===== src/rtl/nes_controller_reader_pkg.sv =====
// Shared definitions for the NES pad reader and the processor-side button decode.
package nes_controller_reader_pkg;

  typedef enum logic [1:0] {
    ST_IDLE  = 2'd0,
    ST_LATCH = 2'd1,
    ST_LOW   = 2'd2,
    ST_HIGH  = 2'd3
  } state_e;

  localparam int unsigned BTN_A      = 0;
  localparam int unsigned BTN_B      = 1;
  localparam int unsigned BTN_SELECT = 2;
  localparam int unsigned BTN_START  = 3;
  localparam int unsigned BTN_UP     = 4;
  localparam int unsigned BTN_DOWN   = 5;
  localparam int unsigned BTN_LEFT   = 6;
  localparam int unsigned BTN_RIGHT  = 7;
  localparam int unsigned NUM_BTNS   = 8;

  // Phase counter must hold the longest phase: the idle gap or the full latch pulse.
  function automatic int unsigned cnt_width(input int unsigned poll_cyc,
                                            input int unsigned latch_cyc);
    return $clog2((poll_cyc > latch_cyc) ? poll_cyc : latch_cyc);
  endfunction

endpackage


===== src/rtl/nes_controller_reader_sync2.sv =====
// Two-flop synchroniser for a single asynchronous bit, with selectable reset level.
module sync2 #(
  parameter logic RESET_VAL = 1'b1
) (
  input  logic clock,
  input  logic reset,
  input  logic d,
  output logic q
);

  logic meta_d, meta_q;
  logic sync_d, sync_q;

  always_comb begin
    meta_d = d;
    sync_d = meta_q;
  end

  always_ff @(posedge clock) begin
    if (reset) begin
      meta_q <= RESET_VAL;
      sync_q <= RESET_VAL;
    end else begin
      meta_q <= meta_d;
      sync_q <= sync_d;
    end
  end

  assign q = sync_q;

endmodule


===== src/rtl/nes_controller_reader.sv =====
// Polls an NES serial pad (latch, 7 pulses, 8 samples) and presents the buttons as a byte.
module nes_controller_reader
  import nes_controller_reader_pkg::*;
#(
  parameter int unsigned POLL_CYC = 833333,
  parameter int unsigned HALF_CYC = 300
) (
  input  logic       clock,
  input  logic       reset,
  input  logic       ctrl_data,
  output logic       ctrl_latch,
  output logic       ctrl_pulse,
  output logic [7:0] controller,
  output logic       valid
);

  localparam int unsigned CW = cnt_width(POLL_CYC, 2 * HALF_CYC);
  localparam logic [CW-1:0] POLL_LAST  = CW'(POLL_CYC - 1);
  localparam logic [CW-1:0] LATCH_LAST = CW'(2 * HALF_CYC - 1);
  localparam logic [CW-1:0] HALF_LAST  = CW'(HALF_CYC - 1);
  localparam logic [2:0]    K_LAST     = 3'(NUM_BTNS - 1);

  logic sync_data;

  sync2 #(.RESET_VAL(1'b1)) u_sync (
    .clock (clock),
    .reset (reset),
    .d     (ctrl_data),
    .q     (sync_data)
  );

  state_e        state_d, state_q;
  logic [CW-1:0] cnt_d, cnt_q;
  logic [2:0]    k_d, k_q;
  logic [7:0]    shift_d, shift_q;
  logic [7:0]    ctrl_d, ctrl_q;
  logic          valid_d, valid_q;
  logic          latch_d, latch_q;
  logic          pulse_d, pulse_q;

  always_comb begin
    state_d = state_q;
    cnt_d   = cnt_q + CW'(1);
    k_d     = k_q;
    shift_d = shift_q;
    ctrl_d  = ctrl_q;
    valid_d = 1'b0;

    unique case (state_q)
      ST_IDLE: begin
        if (cnt_q == POLL_LAST) begin
          state_d = ST_LATCH;
          cnt_d   = '0;
        end
      end
      ST_LATCH: begin
        if (cnt_q == LATCH_LAST) begin
          state_d = ST_LOW;
          cnt_d   = '0;
          k_d     = '0;
        end
      end
      ST_LOW: begin
        if (cnt_q == HALF_LAST) begin
          cnt_d          = '0;
          shift_d[k_q]   = ~sync_data;
          if (k_q == K_LAST) begin
            // Final bit bypasses shift_q so the whole byte lands in one edge.
            ctrl_d            = shift_q;
            ctrl_d[BTN_RIGHT] = ~sync_data;
            valid_d           = 1'b1;
            k_d               = '0;
            state_d           = ST_IDLE;
          end else begin
            state_d = ST_HIGH;
          end
        end
      end
      ST_HIGH: begin
        if (cnt_q == HALF_LAST) begin
          cnt_d   = '0;
          k_d     = k_q + 3'd1;
          state_d = ST_LOW;
        end
      end
      default: state_d = ST_IDLE;
    endcase

    // Strobes follow the next state so they are registered yet aligned with it.
    latch_d = (state_d == ST_LATCH);
    pulse_d = (state_d == ST_HIGH);
  end

  always_ff @(posedge clock) begin
    if (reset) begin
      state_q <= ST_IDLE;
      cnt_q   <= '0;
      k_q     <= '0;
      shift_q <= '0;
      ctrl_q  <= '0;
      valid_q <= 1'b0;
      latch_q <= 1'b0;
      pulse_q <= 1'b0;
    end else begin
      state_q <= state_d;
      cnt_q   <= cnt_d;
      k_q     <= k_d;
      shift_q <= shift_d;
      ctrl_q  <= ctrl_d;
      valid_q <= valid_d;
      latch_q <= latch_d;
      pulse_q <= pulse_d;
    end
  end

  assign ctrl_latch = latch_q;
  assign ctrl_pulse = pulse_q;
  assign controller = ctrl_q;
  assign valid      = valid_q;

endmodule

===== config.mk =====
export PLATFORM = sky130hd
export DESIGN_NAME = nes_controller_reader
export DESIGN_NICKNAME = d
export VERILOG_FILES = /design/src/rtl/nes_controller_reader_pkg.sv /design/src/rtl/nes_controller_reader_sync2.sv /design/src/rtl/nes_controller_reader.sv
export SDC_FILE = /design/constraint.sdc
export NUM_CORES = 1
export LEC_CHECK = 0
export BUFFER_PORTS_ARGS = -buffer_cell sky130_fd_sc_hd__buf_2
export CAP_MARGIN = 30
export CORE_MARGIN = 2
export CORE_UTILIZATION = 50
export DETAILED_ROUTE_END_ITERATION = 12
export PLACE_DENSITY = 0.8
export SYNTH_ARGS = -nofsm -noshare
export SYNTH_HDL_FRONTEND = slang
export SYNTH_SLANG_ARGS = --single-unit

===== constraint.sdc =====
create_clock -name clock -period 1.9 [get_ports clock]
set_input_delay 0.57 -clock clock [delete_from_list [all_inputs] [get_ports clock]]
set_output_delay 0.57 -clock clock [all_outputs]
set_load 0.05 [all_outputs]

==> impl_metrics.py, run 1 <==
metrics = {
    "logic_synthesis": {
        "synth_seq_cells": 45,
        "synth_area_per_cell_sq_um": 9.36,
        "synthArstFlopShare_pct": 0,
        "synth_area_leaders": "dfxtp_1 42%, nor2_1 7.2%, mux2i_1 4.7%",
        "ys_top_cells_by_count": "45 x dfxtp_1, 41 x nor2_1, 10 x mux2i_1, 10 x nand2_1, 10 x xor2_1",
        "synth-edff-count": 0,
        "synth_ff_type": "dfxtp_1",
        "netlist_instances": 228,
        "synth_top_cell_by_area": "dfxtp_1",
        "ys_warn_count": 0,
        "netlist_area_sq_um": 2130,
        "synth.net_count": 235,
        "synth-seq-area-share_pct": 42.2,
        "yosysUniqueCellTypes": 44,
        "yosysMostFrequentCell": "dfxtp_1",
        "synth_top_area_share_pct": 42.2,
    },
    "timing": {
        "fmax_mhz": 537,
        "tns_ns": 0,
        "min_period_ns": 1.86,
        "finalSetupViolCount": 0,
        "finalWorstSetupSlack_ns": 0.0392,
        "period_share_pct": 97.9,
        "clock_skew_ns": 0.00913,
        "worstMarginPinSlew_ns": 0.419,
        "slew_violations": 0,
        "slew_headroom_pct": 71.9,
        "final_hold_viol_count": 0,
    },
    "final_layout": {
        "nets": 262,
        "layout-drive-gt1-share_pct": 25.0,
        "final_area_sq_um": 2480,
        "synthToLayoutAreaGrowth_pct": 16.4,
        "fin_cells": 306,
        "insertedDiodeCount": 0,
    },
    "drt": {
        "ant_nets": 0,
        "first_iter_violations": 65,
        "wl_per_cell_microns": 13.6,
        "via_per_inst": 5.51,
        "drc": 0,
        "routed_wirelength_microns": 4160,
        "drt-pass1-iter-count": 4,
        "num_vias": 1686,
    },
    "clock_network": {
        "clock_latency_ns": 0.30,
        "clkSlewWorstSetupHoldPaths_ns": 0.09,
        "holdBufCountCts": 0,
        "cts_root_buffer": "clkbuf_8",
        "cts_buffers": 5,
        "cts-htree-levels": 2,
        "cts_buffer_depth": 2,
        "cts_tree": "done",
        "cts_sinks": 45,
    },
    "global_route": {
        "grt.overflow.total": 0,
        "grt_pass1_vias": 1574,
        "grt_pass1_wl_microns": 7070,
        "track_usage_pct": 18.0,
        "grt_start_max_net_pins": 21,
        "grtUsageMet1_pct": 20.9,
        "use_met2_pct": 31.6,
        "antenna_found_initial": 0,
        "grt_use_met3_pct": 4.80,
        "top_usage_layer": "met2",
    },
    "pwr": {
        "power.density_nw_per_um2": 706,
        "clkPwrFrac_pct": 41.6,
        "p_switching_mw": 0.382,
        "intPower_mw": 1.37,
        "seqPwrFrac_pct": 54.6,
        "peakVddDrop_mv": 0.363,
        "power.leakage_nw": 0.911,
        "swShare_pct": 21.8,
        "total_power_mw": 1.75,
        "comb_power_share_pct": 3.7,
    },
    "critical_path": {
        "cp_slowest_stage_delay_ns": 0.36,
        "critical_path_class": "register to register",
        "slowest_stage": "dfxtp_2",
        "critPathMaxFanout": 8,
        "path_cells": "ha_4 -> nor4b_4 -> nand2_2 -> nor4_4 -> buf_4 -> and4_2 -> nor3_2",
        "critPathArrivalTime_ns": 2.06,
        "critPathCaptureType": "register",
        "worstSetupStartpointType": "register",
        "cp_data_required_time_ns": 2.10,
    },
    "job": {
        "drv_cap": 0,
    },
    "min_path": {
        "hold_class": "register to register",
    },
    "place": {
        "gp_congestion": 0.828,
        "placed_cells": 297,
        "place.port_buffers": 13,
        "dp_hpwl_microns": 2970,
        "dpl_worst_slack_ns": -0.0930,
        "dpl_cell_area_sq_um": 2320,
    },
    "floorplan": {
        "initial_core_util_pct": 52.6,
        "die_width_microns": 69.3,
        "core_sq_um": 4060,
        "num_io_pins": 14,
        "die_h_microns": 69.3,
        "num_rows": 23,
        "dieArea_sq_um": 4810,
    },
    "outcome": {
        "status": "complete, no violations",
    },
}
[area by class of cell]
class                   instances  area [sq um]
inverters                       7          26.3
repair buffers                 28           203
multi-input cells             168          1170
clock inverters                 3          46.3
fillers                       344          1570
clock buffers                   5          68.8
flip-flops and latches         45           903
well taps                      50          62.6
[stage by stage]
step,utilization [%],hold WS (ns)
2_1_floorplan,-,0.389
3_3_place_gp,57.3,0.394
3_5_place_dp,57.3,0.393
4_1_cts,60.3,0.413
5_1_grt,61.2,0.424
6_report,61.2,0.409
[path summary, 6_finish.rpt]
check	slack (ns)	from	to	cells past startpoint
worst max-delay path	0.04	cnt_q[1]$_SDFF_PP0_	shift_q[6]$_SDFFE_PP0P_	7
worst min-delay path	0.41	u_sync.meta_q$_SDFF_PP1_	u_sync.q$_SDFF_PP1_	1
worst max register to register	0.04	cnt_q[1]$_SDFF_PP0_	shift_q[6]$_SDFFE_PP0P_	7
worst min register to register	0.41	u_sync.meta_q$_SDFF_PP1_	u_sync.q$_SDFF_PP1_	1
[what timing repair did]
item                                    CTS  global route
endpoints found under the setup margin   18            21
pin swaps                                 0             4
setup buffers                             0             1
gates cloned                              0             0
gates resized for setup                   1             9
[critical path: cells and delay by family, from the launching register on]
| kind | cells | cell delay (ns) |
|---|---|---|
| simple gates | 5 | 1.06 |
| flops | 1 | 0.36 |
| fa+ha+maj | 1 | 0.15 |
| buf+inv | 1 | 0.18 |
[sequential cells by signal (all words and copies together), names as in the netlist, 2 cells and up]
| signal | flops |
|---|---|
| k_q | 3 |
| shift_q | 7 |
| controller | 8 |
| cnt_q | 20 |
| state_q | 2 |
[per-layer routing]
| layer | vias to the layer above | routed length, microns |
|---|---|---|
| li1 | 861 | - |
| met1 | 788 | 1860 |
| met2 | 28 | 2070 |
| met3 | 9 | 129 |
| met4 | 0 | 99 |
| met5 | - | 0 |
[power groups by stage]
stage | Sequential (mW) | Clock [mW] | Combinational (mW)
6_report | 0.959 | 0.730 | 0.0658
5_1_grt | 0.960 | 0.796 | 0.0711
4_1_cts | 0.956 | 0.746 | 0.0630
3_5_place_dp | 0.978 | 0 | 0.0620
3_3_place_gp | 0.978 | 0 | 0.0593
2_1_floorplan | 0.979 | 0 | 0.0341
[layout by cell type (no fill, tap or decap), types with 3 or more instances in the layout]
cell,instances
nor2b_1,3
or2_2,3
nor3_1,7
nor4_1,5
clkbuf_8,5
xnor2_1,8
and3_1,3
inv_1,7
xor2_1,10
and3_2,4
nand3_1,7
dfxtp_1,43
buf_4,13
nand2_1,9
nor4_4,3
a211oi_1,3
ha_1,3
nor2_1,41
a21oi_1,4
buf_2,13
nand4_1,9
mux2i_1,10
[logic make-up after synthesis]
group                    count (synthesis)  synth area share [%]
AO/OA/AOI/OAI                           20                  6.21
flip-flops                              45                  42.2
buffers and inverters                   15                  4.45
multiplexers                            10                  4.69
adder cells (fa/ha/maj)                  4                  2.34
AND/OR/NAND/NOR                        116                  32.7
XOR/XNOR                                18                  7.39
Power figures use the tool's default switching activity.
==> run 2: changes to the inputs <==
- clock period: 1.9 -> 1.5 ns (I/O delays scaled with it)
==> run 2 against run 1 <==
Against the previous run: worst hold slack worse by 0.10 ns; via count increased by 13%; cell count increased by 11%; design area grew 17%; global-route usage grew 2.1 points; clock power rose by 10%; the run now ends with negative setup slack left; routed wire length is 21% higher; critical endpoint is now controller[2]$_SDFFE_PP0P_; critical path depth unchanged.
==> impl_metrics.py, run 2 (synthesis results as in run 1) <==
metrics = {
    "global_route": {
        "grt.overflow.total": 0,
        "antenna_found_initial": 0,
        "track_usage_pct": 20.1,
        "grt_pass1_vias": 1754,
        "grt_start_max_net_pins": 22,
        "grt_pass1_wl_microns": 7850,
    },
    "pwr": {
        "power.leakage_nw": 1.11,
        "intPower_mw": 1.59,
        "swShare_pct": 25.0,
        "peakVddDrop_mv": 0.704,
        "p_switching_mw": 0.529,
        "power.density_nw_per_um2": 731,
        "comb_power_share_pct": 4.7,
        "clkPwrFrac_pct": 38.0,
        "total_power_mw": 2.12,
        "seqPwrFrac_pct": 57.3,
    },
    "clock_network": {
        "cts_tree": "done",
        "cts_buffers": 5,
        "holdBufCountCts": 0,
        "cts_sinks": 45,
        "cts_buffer_depth": 2,
        "cts-htree-levels": 2,
        "clkSlewWorstSetupHoldPaths_ns": 0.10,
        "cts_root_buffer": "clkbuf_8",
        "clock_latency_ns": 0.31,
    },
    "drt": {
        "routed_wirelength_microns": 5040,
        "drc": 0,
        "ant_nets": 0,
        "wl_per_cell_microns": 14.8,
        "first_iter_violations": 126,
        "via_per_inst": 5.56,
        "drt-pass1-iter-count": 5,
        "num_vias": 1897,
    },
    "final_layout": {
        "insertedDiodeCount": 0,
        "layout-drive-gt1-share_pct": 41.6,
        "num-fill-cells": 287,
        "synthToLayoutAreaGrowth_pct": 35.7,
        "largest_register_ffs": 20,
        "final_area_sq_um": 2900,
        "mostFrequentLayoutCells": "44 x buf_4, 37 x nor2_1, 36 x dfxtp_1",
        "final_common_cell": "buf_4",
        "largest_register": "cnt_q",
        "nets": 297,
    },
    "critical_path": {
        "crit_end": "controller[2]$_SDFFE_PP0P_",
        "rrSetupSlack_ns": -0.29,
        "slowest_stage": "dfxtp_4",
        "critical_path_class": "register to register",
        "worstSetupStartpointType": "register",
        "crit_start": "cnt_q[0]$_SDFF_PP0_",
        "reg2reg_from": "cnt_q[0]$_SDFF_PP0_",
        "cp_slowest_stage_delay_ns": 0.37,
        "rr_worst_depth": 7,
        "critPathMaxFanout": 4,
        "critPathCaptureType": "register",
        "path_cells": "ha_4 -> nor4b_4 -> and2_4 -> and4_4 -> clkbuf_16 -> mux2i_1 -> nor2_1",
        "crit_buf_inv": 1,
        "cp_top_family": "simple AND/OR/NAND/NOR gates",
        "critPathArrivalTime_ns": 1.99,
        "cp.depth": 7,
        "reg2reg_to": "controller[2]$_SDFFE_PP0P_",
        "cp_data_required_time_ns": 1.71,
    },
    "outcome": {
        "violations": "negative setup slack",
        "status": "complete, but fails checks",
    },
    "timing": {
        "finalWorstSetupSlack_ns": -0.285,
        "final_hold_viol_count": 0,
        "tns_ns": -9.56,
        "slew_headroom_pct": 67.0,
        "clock_skew_ns": 0.00675,
        "slew_violations": 0,
        "min_period_ns": 1.79,
        "period_share_pct": 119,
        "fmax_mhz": 560,
        "finalSetupViolCount": 43,
        "worstMarginPinSlew_ns": 0.491,
        "whs_ns": 0.309,
        "rsz0062_at_grt": "true",
    },
    "floorplan": {
        "core_sq_um": 4060,
        "num_io_pins": 14,
        "initial_core_util_pct": 52.6,
        "die_width_microns": 69.3,
        "die_h_microns": 69.3,
        "num_rows": 23,
        "dieArea_sq_um": 4810,
    },
    "place": {
        "dp_hpwl_microns": 3140,
        "place.port_buffers": 13,
        "gp_congestion": 0.883,
        "dpl_cell_area_sq_um": 2600,
    },
    "job": {
        "drv_cap": 0,
    },
    "min_path": {
        "hold_class": "input pin to register",
    },
}
[run 2: repair_timing]
| action | in CTS | in global routing |
|---|---|---|
| gates resized for setup | 17 | 11 |
| pin swaps | 13 | 13 |
| endpoints found under the setup margin | 43 | 43 |
| buffers inserted | 5 | 3 |
| cloned | 0 | 1 |
[run 2: metrics by stage]
step,setup slack (ns),util (%),std cells
after floorplan,-0.139,-,228
after global placement,-0.211,64.0,324
after detailed placement,-0.278,64.0,324
after CTS,-0.203,69.0,337
after global routing,-0.370,71.4,341
final,-0.285,71.4,341
[run 2: how the worst min path moves through the flow]
stage                        startpoint                        to  slack [ns]  cells after the start
3_3_place_gp   u_sync.meta_q$_SDFF_PP1_       u_sync.q$_SDFF_PP1_        0.40                      1
6_report                      ctrl_data  u_sync.meta_q$_SDFF_PP1_        0.31                      2
2_1_floorplan  u_sync.meta_q$_SDFF_PP1_       u_sync.q$_SDFF_PP1_        0.39                      1
3_5_place_dp   u_sync.meta_q$_SDFF_PP1_       u_sync.q$_SDFF_PP1_        0.40                      1
5_1_grt                       ctrl_data  u_sync.meta_q$_SDFF_PP1_        0.31                      2
4_1_cts                       ctrl_data  u_sync.meta_q$_SDFF_PP1_        0.31                      2
[run 2: metal layers]
metal	GRT usage [%]	share of wire (%)
met1	23.5	42
met5	0	0
met2	33.4	51
met4	10.2	2.9
met3	5.81	4.0
[run 2: power by group through the flow]
stage | Sequential [mW] | Clock [mW] | Combinational (mW)
6_report | 1.21 | 0.804 | 0.0989
3_5_place_dp | 1.24 | 0 | 0.0838
4_1_cts | 1.21 | 0.809 | 0.0957
5_1_grt | 1.22 | 0.873 | 0.108
3_3_place_gp | 1.24 | 0 | 0.0828
2_1_floorplan | 1.24 | 0 | 0.0472
[run 2: final cells by class]
| class | instances | area, sq um | area share, % |
|---|---|---|---|
| Inverter | 7 | 26.3 | 0.907 |
| Timing Repair Buffer | 63 | 494 | 17.1 |
| Clock buffer | 5 | 68.8 | 2.38 |
| Multi-Input combinational cell | 168 | 1300 | 45.0 |
| Tap cell | 50 | 62.6 | 2.16 |
| Clock inverter | 3 | 25.0 | 0.864 |
| Sequential cell | 45 | 917 | 31.7 |
==> run 3: changes to the inputs <==
- PLACE_DENSITY: 0.8 -> 0.81
- SYNTH_HIERARCHICAL: unset -> 1
==> run 3 against run 2 <==
Against the previous run: the flow still finishes with violations (negative setup slack); global-route usage up 3.5 points; setup slack worse by 0.15 ns; total power down 0.80%; register-to-register slack worse by 0.15 ns; sequential share of layout area down 0.20 points; sequential power about the same; worst hold slack better by 0.0030 ns; design area up 0.65%; combinational power down 22%; routed wire length up 24%.
==> impl_metrics.py, run 3 <==
metrics = {
    "final_layout": {
        "nets": 291,
        "synthToLayoutAreaGrowth_pct": 42.1,
        "insertedDiodeCount": 0,
        "layout-drive-gt1-share_pct": 42.1,
        "num-fill-cells": 247,
        "mostFrequentLayoutCells": "45 x buf_4, 34 x dfxtp_1, 31 x nor2_1",
        "largest_register_ffs": 20,
        "final_area_sq_um": 2920,
        "final_common_cell": "buf_4",
        "largest_register": "cnt_q",
    },
    "floorplan": {
        "die_width_microns": 68.1,
        "core_sq_um": 3970,
        "die_h_microns": 68.1,
        "num_rows": 23,
        "dieArea_sq_um": 4630,
        "num_io_pins": 14,
        "initial_core_util_pct": 51.7,
    },
    "logic_synthesis": {
        "yosysUniqueCellTypes": 38,
        "synth-seq-area-share_pct": 43.9,
        "synthAdderAreaFrac_pct": 2.44,
        "synth_ff_type": "dfxtp_1",
        "synth_top_area_share_pct": 43.9,
        "synthArstFlopShare_pct": 0,
        "ys_top_cells_by_count": "45 x dfxtp_1, 32 x nor2_1, 12 x xnor2_1, 10 x inv_1",
        "netlist_instances": 218,
        "synth_top_family_by_area": "simple AND/OR/NAND/NOR gates",
        "synth_compound_area_share_pct": 8.54,
        "synthMuxAreaShare_pct": 3.41,
        "synth_xor_area_share_pct": 7.68,
        "synth_seq_cells": 45,
        "synth-simple-area-share_pct": 30.3,
        "synth_top_cell_by_area": "dfxtp_1",
        "synth.net_count": 225,
        "yosysMostFrequentCell": "dfxtp_1",
        "netlist_area_sq_um": 2050,
        "synth_area_per_cell_sq_um": 9.41,
        "synth-edff-count": 0,
        "synth_area_leaders": "dfxtp_1 44%, nor2_1 5.9%, xnor2_1 5.1%",
        "ys_warn_count": 6,
    },
    "drt": {
        "first_iter_violations": 202,
        "via_per_inst": 6.15,
        "drt-pass1-iter-count": 7,
        "wl_per_cell_microns": 18.7,
        "ant_nets": 0,
        "num_vias": 2060,
        "drc": 0,
        "routed_wirelength_microns": 6260,
    },
    "critical_path": {
        "critPathArrivalTime_ns": 2.14,
        "cp_slowest_stage_delay_ns": 0.38,
        "reg2reg_from": "cnt_q[2]$_SDFF_PP0_",
        "cp_data_required_time_ns": 1.71,
        "critPathCaptureType": "register",
        "slowest_stage": "nor4_4",
        "critical_path_class": "register to register",
        "worstSetupStartpointType": "register",
        "rrSetupSlack_ns": -0.44,
        "path_cells": "buf_6 -> nor3b_4 -> nand3_4 -> nor4_4 -> buf_12 -> mux2i_4 -> nor2_1",
        "crit_start": "cnt_q[2]$_SDFF_PP0_",
        "critPathMaxFanout": 8,
    },
    "job": {
        "drv_cap": 0,
    },
    "timing": {
        "slew_violations": 0,
        "whs_ns": 0.312,
        "tns_ns": -13.32,
        "worstMarginPinSlew_ns": 0.368,
        "fmax_mhz": 517,
        "finalWorstSetupSlack_ns": -0.436,
        "final_hold_viol_count": 0,
        "slew_headroom_pct": 75.3,
        "period_share_pct": 129,
        "rsz0062_at_grt": "true",
        "min_period_ns": 1.94,
        "finalSetupViolCount": 43,
        "clock_skew_ns": 0.0109,
    },
    "clock_network": {
        "cts-htree-levels": 2,
        "cts_root_buffer": "clkbuf_8",
        "cts_buffers": 5,
        "cts_sinks": 45,
        "clkSlewWorstSetupHoldPaths_ns": 0.10,
        "clock_latency_ns": 0.31,
        "cts_tree": "done",
        "cts_buffer_depth": 2,
    },
    "min_path": {
        "min_from": "ctrl_data",
        "hold_class": "input pin to register",
    },
    "outcome": {
        "violations": "negative setup slack",
        "status": "complete, but fails checks",
    },
    "global_route": {
        "antenna_found_initial": 0,
        "grt.overflow.total": 0,
        "grt_start_max_net_pins": 27,
        "track_usage_pct": 23.6,
        "grt_pass1_wl_microns": 8040,
        "grt_pass1_vias": 1722,
    },
    "place": {
        "dpl_cell_area_sq_um": 2570,
        "dp_hpwl_microns": 3280,
        "place.port_buffers": 13,
        "gp_congestion": 0.888,
    },
    "pwr": {
        "power.density_nw_per_um2": 720,
        "power.leakage_nw": 1.12,
        "peakVddDrop_mv": 0.702,
    },
}
==> run 3: cell type report <==
class	count	area (sq um)	share of cell area (%)
multi-input combinational	156	1300	44.7
sequential	45	917	31.5
timing repair buffer	66	502	17.2
clock buffer	5	68.8	2.36
tap	50	62.6	2.15
inverter	10	37.5	1.29
clock inverter	3	25.0	0.858
==> run 3: final timing paths <==
kind                                end  cells past startpoint
max          controller[1]$_SDFFE_PP0P_                      7
min            u_sync/meta_q$_SDFF_PP1_                      2
max reg2reg  controller[1]$_SDFFE_PP0P_                      7
min reg2reg         u_sync/q$_SDFF_PP1_                      1
==> run 3: timing repair <==
action	4_1_cts	5_1_grt
pin swaps	13	11
hold buffers	0	0
setup endpoints to repair	43	43
gates resized for setup	12	31
buffers inserted	2	5
gates cloned	2	1
==> run 3: power breakdown <==
part	internal, mW	total [mW]	switching (mW)	leakage (nW)
sequential	1.20	1.22	0.0111	0.369
combinational	0.0337	0.0769	0.0432	0.711
clock	0.340	0.808	0.468	0.0452
==> run 3: cells by family (layout without fill, tap and decap cells) <==
logic type | after synthesis | after routing
adders and majority gates | 4 | 4
muxes | 7 | 7
AOI/OAI and AO/OA | 24 | 24
buffers and inverters | 19 | 84
DFF | 45 | 45
and+or+nand+nor | 101 | 103
xor gates and xnor gates | 18 | 18
==> run 3: stage by stage <==
step	power, mW	instances	utilization, %	worst slack [ns]
2_1_floorplan	1.29	218	-	-0.281
3_3_place_gp	1.30	317	64.7	-0.286
3_5_place_dp	1.30	317	64.7	-0.352
4_1_cts	2.09	329	69.1	-0.316
5_1_grt	2.15	335	73.4	-0.478
6_report	2.10	335	73.4	-0.436
==> run 3: critical path, delay by kind of cell (launching register included) <==
kind	cells	cell delay [ns]
buffers and inverters	2	0.32
DFF	1	0.34
muxes	1	0.23
and+or+nand+nor	4	0.93
==> run 3: metal layers <==
layer / wire [microns] / track usage, %
met5: 0 / 0
met4: 232 / 9.25
met3: 437 / 5.10
met2: 3100 / 39.9
met1: 2490 / 29.1
